===== src/rtl/rvfi_reorder_buffer.sv =====
// Reorder buffer for one RVFI retirement channel: collects records tagged with
// rvfi_order in any order and re-emits them strictly ascending, one per cycle.
module rvfi_reorder_buffer #(
  parameter int XLEN    = 32,
  parameter int ORDER_W = 8,
  parameter int DEPTH   = 8
) (
  input  logic                     clk,
  input  logic                     resetn,
  input  logic                     in_valid,
  input  logic [ORDER_W-1:0]       in_order,
  input  logic [31:0]              in_insn,
  input  logic [XLEN-1:0]          in_pre_pc,
  input  logic [XLEN-1:0]          in_post_pc,
  input  logic                     in_trap,
  output logic                     out_valid,
  output logic [ORDER_W-1:0]       out_order,
  output logic [31:0]              out_insn,
  output logic [XLEN-1:0]          out_pre_pc,
  output logic [XLEN-1:0]          out_post_pc,
  output logic                     out_trap,
  output logic [$clog2(DEPTH):0]   occupancy,
  output logic                     err_dup,
  output logic                     err_window
);

  localparam int IDX_W = $clog2(DEPTH);
  localparam int OCC_W = IDX_W + 1;
  localparam logic [ORDER_W-1:0] DEPTH_O = ORDER_W'(DEPTH);

  logic [ORDER_W-1:0] r_next_order;
  logic [DEPTH-1:0]   r_slot_valid;
  logic [OCC_W-1:0]   r_occupancy;
  logic               r_err_dup;
  logic               r_err_window;

  logic [31:0]        r_insn_mem    [DEPTH];
  logic [XLEN-1:0]    r_pre_pc_mem  [DEPTH];
  logic [XLEN-1:0]    r_post_pc_mem [DEPTH];
  logic               r_trap_mem    [DEPTH];

  logic               r_out_valid;
  logic [ORDER_W-1:0] r_out_order;
  logic [31:0]        r_out_insn;
  logic [XLEN-1:0]    r_out_pre_pc;
  logic [XLEN-1:0]    r_out_post_pc;
  logic               r_out_trap;

  logic [ORDER_W-1:0] w_diff;
  logic [IDX_W-1:0]   w_in_idx;
  logic [IDX_W-1:0]   w_head_idx;
  logic               w_in_window;
  logic               w_stale;
  logic               w_accept;
  logic               w_dup;
  logic               w_far;
  logic               w_drain;

  // Distance ahead of the next expected order; the top half of the modular
  // range means the order has already been emitted.
  assign w_diff      = in_order - r_next_order;
  assign w_in_idx    = in_order[IDX_W-1:0];
  assign w_head_idx  = r_next_order[IDX_W-1:0];
  assign w_in_window = (w_diff < DEPTH_O);
  assign w_stale     = w_diff[ORDER_W-1];

  assign w_accept = in_valid && w_in_window && !r_slot_valid[w_in_idx];
  assign w_dup    = in_valid && ((w_in_window && r_slot_valid[w_in_idx]) || w_stale);
  assign w_far    = in_valid && !w_in_window && !w_stale;
  assign w_drain  = r_slot_valid[w_head_idx];

  // NOTE: state registers use non-blocking assignments so every block sees the
  // pre-edge values, which is what lets accept and drain share an edge safely.
  always_ff @(posedge clk or negedge resetn) begin
    if (!resetn) begin
      r_next_order  <= '0;
      r_slot_valid  <= '0;
      r_occupancy   <= '0;
      r_err_dup     <= 1'b0;
      r_err_window  <= 1'b0;
      r_out_valid   <= 1'b0;
      r_out_order   <= '0;
      r_out_insn    <= '0;
      r_out_pre_pc  <= '0;
      r_out_post_pc <= '0;
      r_out_trap    <= 1'b0;
    end else begin
      r_out_valid <= w_drain;
      if (w_drain) begin
        r_slot_valid[w_head_idx] <= 1'b0;
        r_next_order  <= r_next_order + 1'b1;
        r_out_order   <= r_next_order;
        r_out_insn    <= r_insn_mem[w_head_idx];
        r_out_pre_pc  <= r_pre_pc_mem[w_head_idx];
        r_out_post_pc <= r_post_pc_mem[w_head_idx];
        r_out_trap    <= r_trap_mem[w_head_idx];
      end
      // An accepted record never targets the head slot while it drains:
      // diff==0 can only be accepted when that slot is empty.
      if (w_accept) begin
        r_slot_valid[w_in_idx] <= 1'b1;
      end
      r_occupancy <= r_occupancy + OCC_W'(w_accept) - OCC_W'(w_drain);
      if (w_dup) begin
        r_err_dup <= 1'b1;
      end
      if (w_far) begin
        r_err_window <= 1'b1;
      end
    end
  end

  // NOTE: the payload memory has no reset; slot contents are only observed
  // behind a set valid bit, so clearing them would add logic for nothing.
  always_ff @(posedge clk) begin
    if (w_accept) begin
      r_insn_mem[w_in_idx]    <= in_insn;
      r_pre_pc_mem[w_in_idx]  <= in_pre_pc;
      r_post_pc_mem[w_in_idx] <= in_post_pc;
      r_trap_mem[w_in_idx]    <= in_trap;
    end
  end

  assign out_valid   = r_out_valid;
  assign out_order   = r_out_order;
  assign out_insn    = r_out_insn;
  assign out_pre_pc  = r_out_pre_pc;
  assign out_post_pc = r_out_post_pc;
  assign out_trap    = r_out_trap;
  assign occupancy   = r_occupancy;
  assign err_dup     = r_err_dup;
  assign err_window  = r_err_window;

endmodule


===== config.mk =====
export PLATFORM = sky130hd
export DESIGN_NAME = rvfi_reorder_buffer
export DESIGN_NICKNAME = d
export VERILOG_FILES = /design/src/rtl/rvfi_reorder_buffer.sv
export SDC_FILE = /design/constraint.sdc
export NUM_CORES = 1
export LEC_CHECK = 0
export ABC_AREA = 1
export CORE_MARGIN = 2
export CORE_UTILIZATION = 35
export CTS_BUF_LIST = sky130_fd_sc_hd__clkbuf_2 sky130_fd_sc_hd__clkbuf_4 sky130_fd_sc_hd__clkbuf_8
export CTS_CLUSTER_DIAMETER = 80
export DETAILED_ROUTE_END_ITERATION = 8
export PLACE_DENSITY_LB_ADDON = 0.3
export RECOVER_POWER = 50
export SLEW_MARGIN = 10
export SYNTH_ARGS = -nofsm -noshare
export SYNTH_HDL_FRONTEND = slang
export SYNTH_SLANG_ARGS = --single-unit

===== constraint.sdc =====
create_clock -name clk -period 4.5 [get_ports clk]
set_clock_uncertainty 0.15 [all_clocks]
set_input_delay 0.45 -clock clk [delete_from_list [all_inputs] [get_ports clk]]
set_output_delay 0.45 -clock clk [all_outputs]
set_load 0.01 [all_outputs]

==> impl_metrics.py <==
metrics = {
    "run_status": {
        "status": "finished with violations",
        "violations": "capacitance limit, slew limit",
    },
    "synthesis": {
        "synth_compound_area_share_pct": 8.61,
        "yosysWarningCount": 0,
        "syn-mean-instance-area_um2": 12.7,
        "syn_nets": 2876,
        "netlist_area_mm2": 0.0349,
        "synthAdderAreaFrac_pct": 0.452,
        "yosys.area.top_type": "edfxtp_1",
        "synthCells": 2756,
        "seq_area_frac_synth_pct": 76.0,
        "synth_xor_area_share_pct": 0.226,
        "synth_top_family_by_area": "simple AND/OR/NAND/NOR gates",
        "synth-simple-area-share_pct": 12.2,
        "yosys_register_bits": 904,
        "synth_top_area_share_pct": 66.8,
        "muxShareOfSynthArea_pct": 0,
        "synth_cell_types": 28,
        "synth_area_leaders": "edfxtp_1 67%, dfrtp_1 9.2%, nor2_1 7.4%, o21ai_0 5.8%, nand2_1 4.0%",
    },
    "worst_hold_path": {
        "min_to": "err_dup",
        "hp-start": "in_valid",
        "hold_path.class": "primary input to register",
        "holdPathStages": 3,
    },
    "flow_run": {
        "drv_cap": 2,
    },
    "layout": {
        "syn_to_final_growth_pct": 19.9,
        "final_nets": 3145,
        "drive_above_1_share_pct": 10.7,
        "stdcell_count": 4446,
    },
    "worst_setup_path": {
        "rrSetupSlack_ns": 1.28,
        "crit_family": "buffers and inverters",
        "required_ns": 4.99,
        "reg2reg_to": "r_post_pc_mem[4][26]",
        "worstRegToRegCells": 15,
        "slowest_delay_ns": 1.43,
        "cp_slowest_cell": "clkbuf_2",
        "crit_chain": "dlygate4sd3_1 -> clkbuf_2 -> clkbuf_1",
        "endpoint_kind": "async pin",
        "path_class": "primary input to async pin",
        "rr_startpoint": "r_next_order[2]",
        "path_buf_inv": 3,
        "startpoint_type": "primary input",
        "cp_max_fo": 63,
        "arrival_ns": 3.70,
    },
    "placed_design": {
        "dpl.hpwl_um": 50700,
        "numPortBuffers": 219,
        "placedCellCount": 4156,
        "place_ws_ns": 0.780,
        "globalplace.congestion": 0.812,
    },
    "sta": {
        "fmax_ghz": 0.311,
        "setup-tns-final_ns": 0,
        "worst_slew_pin_slew_ns": 2.13,
        "slew_headroom_pct": -42.3,
        "drv_slew": 92,
        "worst_slack_ns": 1.28,
        "hold_viol": 0,
        "rsz0062_at_grt": "false",
        "min_period_ns": 3.22,
        "finalCritPeriodShare_pct": 71.5,
        "finalSetupViolations": 0,
    },
    "die": {
        "fp.dieH_um": 320,
        "rows": 115,
        "core_mm2": 0.0986,
        "dieArea_mm2": 0.102,
        "start_util_pct": 35.4,
        "ios": 220,
        "die_w_um": 320,
    },
    "drt": {
        "drc": 0,
        "drt_first_pass_iters": 7,
        "vias_per_cell": 4.95,
        "drtAntennaViolNets": 0,
        "wire_per_inst_um": 20.3,
        "drt-initial-drc-count": 2033,
        "vias": 22001,
        "drt-total-wl_um": 90400,
    },
    "clock_tree": {
        "clock_latency_ns": 0.82,
        "cts_resized": 0,
        "clk_pin_slew_ns": 0.05,
        "cts_buffer_depth": 3,
        "root_buffer": "clkbuf_8",
        "htreeDepth": 4,
        "cts_tree": "yes",
        "cts.sinks": 904,
        "cts_buffers": 153,
    },
    "global_route": {
        "grt_pass1_wl_um": 137000,
        "antenna_found_initial": 30,
        "grt_pass1_vias": 22103,
        "grt_max_degree": 202,
        "grt.overflow.total": 0,
        "track_usage_pct": 17.7,
    },
    "pwr": {
        "power_density_mw_per_mm2": 605,
        "ir_drop_uv": 451,
        "p_leak_uw": 0.0152,
    },
}
-- synthesized netlist by cell type, drive strengths merged --
| master | count |
|---|---|
| o211ai | 4 |
| inv | 56 |
| dfrtp | 128 |
| a21oi | 8 |
| nand4 | 13 |
| nand3b | 2 |
| ha | 11 |
| o2111ai | 97 |
| xor2 | 7 |
| o21ai | 412 |
| buf | 73 |
| a21o | 2 |
| fa | 1 |
| edfxtp | 776 |
| nor3 | 9 |
| clkbuf | 82 |
| nand2 | 374 |
| xnor2 | 2 |
| nor2 | 689 |
| nand3 | 9 |
| o22ai | 1 |
-- routing by layer --
layer	part of all wire, %	wire (um)	vias up	track usage, %
met1	45	40700	10847	23.7
met4	2.3	2050	10	5.55
li1	-	-	10342	-
met5	0.067	61	-	0
met3	5.4	4850	188	3.78
met2	47	42800	614	28.7
-- worst max-delay path by stage --
stage	depth (start not counted)	start	end	slack [ns]
final	3	resetn	err_dup	1.28
after global routing	3	resetn	out_order[4]	0.72
after CTS	15	r_next_order[2]	r_post_pc_mem[4][22]	1.26
after detailed placement	15	in_order[2]	r_post_pc_mem[4][17]	0.78
after global placement	19	in_order[1]	occupancy[1]	0.72
after floorplan	11	in_order[5]	r_insn_mem[0][0]	0.31
-- layout by cell type (no fill, tap or decap), drive strengths merged, types with 6 or more instances in the layout --
| master | netlist | layout |
|---|---|---|
| a21oi | 8 | 8 |
| buf | 73 | 47 |
| clkbuf | 82 | 242 |
| clkdlybuf4s50 | 0 | 67 |
| clkinv | 0 | 31 |
| dfrtp | 128 | 128 |
| diode | 0 | 6 |
| dlygate4sd3 | 0 | 152 |
| edfxtp | 776 | 776 |
| ha | 11 | 11 |
| inv | 56 | 60 |
| nand2 | 374 | 374 |
| nand3 | 9 | 9 |
| nand4 | 13 | 13 |
| nor2 | 689 | 689 |
| nor3 | 9 | 9 |
| o2111ai | 97 | 97 |
| o21ai | 412 | 412 |
| xor2 | 7 | 7 |
-- kinds of logic after synthesis --
logic type               count (synthesis)
AO/OA/AOI/OAI                          524
XOR/XNOR                                 9
flip-flops                             904
adder cells (fa/ha/maj)                 12
buffers and inverters                  211
AND/OR/NAND/NOR                       1096
-- state kept, by name, indices dropped and copies added, names as in the netlist --
signal	cells
r_insn_mem	256
out_valid	1
out_post_pc	32
out_insn	32
r_pre_pc_mem	256
out_pre_pc	32
occupancy	4
err_dup	1
err_window	1
r_slot_valid	8
r_trap_mem	8
out_order	8
out_trap	1
r_next_order	8
r_post_pc_mem	256
-- what timing repair did --
action | 4_1_cts | 5_1_grt
endpoints found under the hold margin | 61 | 0
hold buffers | 1 | 0
buffers inserted | 0 | 0
-- worst register-to-register path, stage by stage, from the launching register on --
cell and delay, ns:
dfrtp_1 0.43, inv_1 0.12, ha_1 0.33, nand2_1 0.08, inv_1 0.05, nand2_1 0.07
nand2_1 0.08, nand2_1 0.08, nand2_1 0.05, nand2_1 0.05, nand2_1 0.08, nor2_1 0.12
buf_4 0.22, nand4_2 0.15, inv_4 0.49, buf_12 0.33
-- through the flow --
step	power (uW)	utilization [%]	hold slack [ns]	cell area [um^2]
after floorplan	15000	-	0.00441	34900
after global placement	18200	39.3	0.299	38700
after detailed placement	18300	39.3	0.305	38700
after CTS	25800	42.4	0.0301	41800
after global routing	26900	42.4	0.178	41800
final	25300	42.4	0.207	41800
-- where the power goes --
part	internal, uW	switching (uW)	total (uW)
Combinational	2570	5140	7710
Sequential	9740	398	10100
Clock	4170	3310	7480
Total	16500	8850	25300
-- cell type report --
| cell class | count | area [um^2] |
|---|---|---|
| antenna | 6 | 15.0 |
| multi-input combinational | 1641 | 7490 |
| tap | 1287 | 1610 |
| clock buffer | 239 | 2780 |
| clock inverter | 44 | 354 |
| inverter | 56 | 249 |
| timing repair buffer | 269 | 2830 |
| sequential | 904 | 26500 |
| fill | 9103 | 56700 |
Note: power is estimated with default switching activity, not from simulation.
